--- config.mk ---
export PLATFORM = sky130hd
export DESIGN_NAME = poly_stream_buffer
export DESIGN_NICKNAME = d
export VERILOG_FILES = /design/src/rtl/poly_stream_buffer.sv
export SDC_FILE = /design/constraint.sdc
export NUM_CORES = 1
export LEC_CHECK = 0
export ABC_AREA = 0
export CORE_ASPECT_RATIO = 1.25
export CORE_MARGIN = 2
export CORE_UTILIZATION = 43
export DETAILED_ROUTE_END_ITERATION = 16
export PLACE_DENSITY = 0.77
export RECOVER_POWER = 50
export SLEW_MARGIN = 20
export SYNTH_ARGS = -nofsm -noshare
export SYNTH_HDL_FRONTEND = slang
export SYNTH_SLANG_ARGS = --single-unit
--- constraint.sdc ---
create_clock -name clk -period 1.4 [get_ports clk]
set_input_delay 0.28 -clock clk [delete_from_list [all_inputs] [get_ports clk]]
set_output_delay 0.28 -clock clk [all_outputs]
set_load 0.02 [all_outputs]
--- src/rtl/poly_stream_buffer.sv ---
// poly_stream_buffer: holds one N-coefficient, B-bit ring element.
//   Loads LANES coefficients per beat over a valid/ready input stream and
//   replays the stored polynomial non-destructively over a valid/ready
//   output stream, any number of times. The whole polynomial is exposed in
//   parallel on poly_reg, and range_err flags any loaded coefficient >= P.
// Ports:
//   clk, reset (async, active low)
//   wr_req / rd_req        : start a load / start a replay (sampled in IDLE)
//   in_valid/in_ready/in_data    : input beat stream, lane j at [j*B +: B]
//   out_valid/out_ready/out_data : output beat stream, same packing
//   out_last   : final beat of a replay
//   poly_valid : a complete polynomial is stored
//   range_err  : sticky out-of-range flag for the current load
//   busy       : not IDLE
//   poly_reg   : stored polynomial, coefficient i at [i*B +: B]

// Per-lane range checker: one coefficient against the modulus.
module poly_lane_rng #(
  parameter int unsigned B = 5,
  parameter int unsigned P = 17
) (
  input  logic [B-1:0] coef,
  output logic         oor
);
  assign oor = (32'(coef) >= P);
endmodule

module poly_stream_buffer #(
  parameter int unsigned P     = 17,
  parameter int unsigned N     = 8,
  parameter int unsigned B     = 5,
  parameter int unsigned LANES = 2,
  localparam int unsigned BEATS = N / LANES,
  localparam int unsigned CW    = $clog2(BEATS + 1)
) (
  input  logic               clk,
  input  logic               reset,
  input  logic               wr_req,
  input  logic               rd_req,
  input  logic               in_valid,
  output logic               in_ready,
  input  logic [LANES*B-1:0] in_data,
  output logic               out_valid,
  input  logic               out_ready,
  output logic [LANES*B-1:0] out_data,
  output logic               out_last,
  output logic               poly_valid,
  output logic               range_err,
  output logic               busy,
  output logic [N*B-1:0]     poly_reg
);

  typedef enum logic [1:0] {IDLE = 2'd0, STR = 2'd1, SND = 2'd2} state_t;

  state_t         state_q, state_d;
  logic [CW-1:0]  cnt_q, cnt_d;
  logic [N*B-1:0] poly_q, poly_d;
  logic           pvalid_q, pvalid_d;
  logic           rerr_q, rerr_d;

  logic [LANES-1:0] lane_oor;
  logic [N*B-1:0]   shift_in, rot;
  logic             in_fire, out_fire, last_beat;

  for (genvar j = 0; j < LANES; j++) begin : g_lane
    poly_lane_rng #(.B(B), .P(P)) u_rng (
      .coef(in_data[j*B +: B]),
      .oor (lane_oor[j])
    );
  end

  // New beats enter at the top so that after BEATS beats the first beat
  // sits in the low lanes; replay rotates so the register ends unchanged.
  // With a single beat per polynomial both collapse to trivial forms.
  if (BEATS == 1) begin : g_one
    assign shift_in = in_data;
    assign rot      = poly_q;
  end else begin : g_multi
    assign shift_in = {in_data, poly_q[N*B-1:LANES*B]};
    assign rot      = {poly_q[LANES*B-1:0], poly_q[N*B-1:LANES*B]};
  end

  assign in_fire   = in_valid && in_ready;
  assign out_fire  = out_valid && out_ready;
  assign last_beat = (cnt_q == CW'(BEATS - 1));

  // State register
  always_ff @(posedge clk or negedge reset) begin
    if (!reset) state_q <= IDLE;
    else        state_q <= state_d;
  end

  // Next-state logic; read wins over write in IDLE
  always_comb begin
    state_d = state_q;
    case (state_q)
      IDLE: begin
        if (rd_req && pvalid_q) state_d = SND;
        else if (wr_req)        state_d = STR;
      end
      STR:     if (in_fire && last_beat)  state_d = IDLE;
      SND:     if (out_fire && last_beat) state_d = IDLE;
      default: state_d = IDLE;
    endcase
  end

  // Outputs decoded from state
  always_comb begin
    in_ready  = (state_q == STR);
    out_valid = (state_q == SND);
    out_last  = (state_q == SND) && last_beat;
    busy      = (state_q != IDLE);
  end

  // Datapath next values
  always_comb begin
    cnt_d    = cnt_q;
    poly_d   = poly_q;
    pvalid_d = pvalid_q;
    rerr_d   = rerr_q;
    case (state_q)
      IDLE: begin
        if (rd_req && pvalid_q) begin
          cnt_d = '0;
        end else if (wr_req) begin
          cnt_d    = '0;
          poly_d   = '0;
          pvalid_d = 1'b0;
          rerr_d   = 1'b0;
        end
      end
      STR: begin
        if (in_fire) begin
          poly_d = shift_in;
          cnt_d  = cnt_q + CW'(1);
          rerr_d = rerr_q | (|lane_oor);
          if (last_beat) pvalid_d = 1'b1;
        end
      end
      SND: begin
        if (out_fire) begin
          poly_d = rot;
          cnt_d  = cnt_q + CW'(1);
        end
      end
      default: ;
    endcase
  end

  always_ff @(posedge clk or negedge reset) begin
    if (!reset) begin
      cnt_q    <= '0;
      poly_q   <= '0;
      pvalid_q <= 1'b0;
      rerr_q   <= 1'b0;
    end else begin
      cnt_q    <= cnt_d;
      poly_q   <= poly_d;
      pvalid_q <= pvalid_d;
      rerr_q   <= rerr_d;
    end
  end

  assign out_data   = poly_q[LANES*B-1:0];
  assign poly_reg   = poly_q;
  assign poly_valid = pvalid_q;
  assign range_err  = rerr_q;

endmodule
==> results.py <==
metrics = {
    "worst_setup_path": {
        "endpoint_kind": "flop",
        "critical_path.top_delay_family": "buffers and inverters",
        "critical_path_class": "flop to flop",
        "required_ns": 1.65,
        "crit_buf_inv": 3,
        "cpMaxStageDelayCell": "dfrtp_1",
        "worstPathArrival_ns": 1.89,
        "worstPathMaxFanout": 15,
        "startpoint_type": "flop",
        "cp_cell_sequence": "inv_2 > ha_4 > buf_6 > nor2_4 > nor2b_4 > clkbuf_16 > nand2_1 > o21ai_2",
        "max_stage_delay_ns": 0.44,
    },
    "logic_synthesis": {
        "synth-seq-area-share_pct": 48.3,
        "synth_cells": 244,
        "synth.distinct_cells": 30,
        "ys_ff_latch": 47,
        "synth_area_per_cell_um2": 9.99,
        "syn_nets": 266,
        "syn_area_mm2": 0.00244,
        "ys_warn_count": 0,
    },
    "clock_network": {
        "cts_tree": "built",
        "cts_max_path_buffers": 2,
        "clk_latency_ns": 0.32,
        "cts.clk_slew.worst_paths_ns": 0.10,
        "root_buffer": "clkbuf_8",
        "cts_htree_levels": 2,
        "cts_sinks": 47,
        "cts_made_buffers": 5,
    },
    "sta": {
        "maxSlewViolCount": 0,
        "rsz0062_at_grt": "yes",
        "timing.final.crit_share_pct": 117,
        "clock_skew_ns": 0.00840,
        "hold_violations": 0,
        "fin_ws_ns": -0.235,
        "clock.fmax_ghz": 0.612,
        "setup_viol": 52,
        "tightest_slew_ns": 0.651,
        "layout_min_cycle_time_ns": 1.64,
        "slew_headroom_pct": 56.6,
    },
    "placed_design": {
        "dpl.cell_count": 394,
        "dp_hpwl_um": 4840,
        "pre_cts_ws_ns": -0.334,
        "routabilityCongestion": 0.820,
        "port_buffers": 71,
    },
    "drt": {
        "wl_per_cell_um": 20.1,
        "drt_iter0_markers": 166,
        "routed_wl_um": 8430,
        "vias": 2291,
        "first_pass_iters": 4,
        "viasPerCell": 5.45,
        "antenna_left": 0,
        "post-route-drc-count": 0,
    },
    "floorplanning": {
        "pin_count": 72,
        "coreArea_mm2": 0.00544,
        "fp-row-count": 30,
        "start_util_pct": 44.8,
        "dieArea_mm2": 0.00629,
        "dieWidth_um": 71.3,
        "fp.dieH_um": 88.2,
    },
    "pwr": {
        "p_int_mw": 5.10,
        "clock_power_share_pct": 11.4,
        "switching_share_pct": 44.9,
        "seqPwrFrac_pct": 21.1,
        "combPwrFrac_pct": 67.4,
        "leakage_nw": 2.04,
        "peakVddDrop_mv": 1.58,
        "powerDensity_mw_per_mm2": 2260,
        "netSwitchingPower_mw": 4.16,
    },
    "global_routing": {
        "grt_max_degree": 48,
        "grt_pass1_vias": 2225,
        "antenna_found_initial": 0,
        "grt_pass1_wl_um": 11300,
        "track_usage_pct": 23.7,
        "grt_overflow": 0,
    },
    "run_status": {
        "outcome": "complete, but fails checks",
        "violations": "negative setup slack",
    },
    "cells_and_area": {
        "diodes": 0,
        "drive_gt1_share_pct": 52.5,
        "final_core_util_pct": 75.2,
        "nets": 377,
        "largest_reg_flops": 40,
        "areaGrowthSynthToFinish_pct": 67.9,
        "fin_cells": 420,
    },
    "min_path": {
        "hold_class": "flop to flop",
    },
    "flow_run": {
        "max_cap_violations": 0,
    },
}
[repair_timing]
action / 4_1_cts / 5_1_grt
setup buffers: 7 / 4
hold buffers: 1 / 0
pin swaps: 17 / 21
cloned: 3 / 4
hold endpoints to repair: 47 / 0
endpoints found under the setup margin: 103 / 59
resized for setup: 130 / 81
[synth_stat cells]
master     instances  area share, %
or2_2              1           0.26
a21bo_2            1           0.41
nor3b_1            1           0.31
o2111ai_4          1            1.1
o211a_1            1           0.41
nand2_2            1           0.26
and3_2             1           0.31
a22o_1            11            4.0
and2_1             1           0.26
buf_6              8            3.7
o21ai_0            4           0.82
dfrtp_1           47             48
o21ai_1            1           0.21
ha_1               6            3.1
a22oi_1            1           0.31
a21boi_4           1           0.77
o41ai_1            2           0.72
a31oi_1            2           0.51
inv_1              5           0.77
nand2_1           83             13
buf_4             10            3.1
o2111ai_1          2           0.72
inv_2              1           0.15
nor2_1             3           0.46
o21ai_2           39             14
mux2_2             1           0.46
nand2b_2           2           0.72
buf_2              1           0.21
nor2b_1            1           0.26
clkbuf_1           5           0.77
[power groups by stage]
stage          Clock (mW)  Combinational [mW]  Sequential (mW)
2_1_floorplan           0                2.41             2.13
3_3_place_gp            0                3.99             1.90
3_5_place_dp            0                4.05             1.91
4_1_cts              1.05                5.05             1.90
5_1_grt              1.11                6.53             1.99
6_report             1.06                6.24             1.96
[tightest hold or removal path, cell delays in order (launching register included)]
cell and delay (ns):
dfrtp_1 0.37, nand2_2 0.06, o21ai_2 0.05
[cell type report]
type	instances	area, µm²
fillers	338	1350
clock buffers	5	68.8
clock inverters	3	46.3
repair buffers	128	1290
flip-flops and latches	47	1180
inverters	6	25.0
well taps	64	80.1
multi-input cells	167	1410
[through the flow]
stage                     hold slack [ns]  cell area (µm²)  total power [mW]  setup TNS (ns)
after floorplan                   -0.0156             2500              4.54           -2.79
after global placement              0.282             3430              5.89          -12.89
after detailed placement            0.280             3430              5.96          -14.07
after CTS                           0.485             3790              7.99           -6.35
after global routing                0.557             4090              9.63          -12.43
final                               0.517             4090              9.26           -9.94
[per-layer routing]
| metal | wire, µm | vias to the layer above | share of wire (%) | global-route usage, % |
|---|---|---|---|---|
| li1 | - | 1040 | - | - |
| met1 | 3280 | 1132 | 39 | 28.0 |
| met2 | 4500 | 100 | 53 | 42.1 |
| met3 | 466 | 19 | 5.5 | 4.95 |
| met4 | 184 | 0 | 2.2 | 9.43 |
| met5 | 0 | - | 0 | 0 |
[cells in the final DEF, fill, tap and decap left out, types with 2 or more instances in the layout]
cell	netlist	layout
clkdlybuf4s50_1	0	14
buf_4	10	34
clkbuf_16	0	4
a22o_1	11	11
o21ai_4	0	2
clkbuf_2	0	5
buf_6	8	13
buf_8	0	2
o2111ai_4	1	3
nand2_4	0	15
nand2_2	1	25
nand2_1	83	44
clkdlybuf4s15_1	0	15
dfrtp_2	0	3
o41ai_1	2	2
buf_16	0	2
inv_2	1	3
o21ai_2	39	41
buf_12	0	4
clkbuf_8	0	5
nand2b_4	0	2
dlygate4sd2_1	0	31
ha_4	0	4
dfrtp_1	47	44
inv_1	5	2
[path summary, 6_finish.rpt]
path / startpoint / to / slack [ns] / depth (start not counted)
setup / recovery: state_q[1]$_DFFE_PN0P_ / poly_reg[22]$_DFFE_PN0P_ / -0.24 / 8
hold / removal: cnt_q[1]$_DFFE_PN0P_ / cnt_q[1]$_DFFE_PN0P_ / 0.52 / 2
setup reg to reg: state_q[1]$_DFFE_PN0P_ / poly_reg[22]$_DFFE_PN0P_ / -0.24 / 8
hold reg to reg: cnt_q[1]$_DFFE_PN0P_ / cnt_q[1]$_DFFE_PN0P_ / 0.52 / 2
max in group asynchronous: reset / poly_reg[4]$_DFFE_PN0P_ / 0.31 / 3
min in group asynchronous: reset / range_err$_DFFE_PN0P_ / 0.62 / 3
[logic make-up after synthesis]
kind of cell | Yosys count | synth area share [%]
AND/OR/NAND/NOR | 94 | 15.6
AO/OA/AOI/OAI | 66 | 23.9
flip-flops | 47 | 48.3
buffers and inverters | 30 | 8.68
adder cells (fa/ha/maj) | 6 | 3.08
multiplexers | 1 | 0.462
Power figures use the tool's default switching activity.
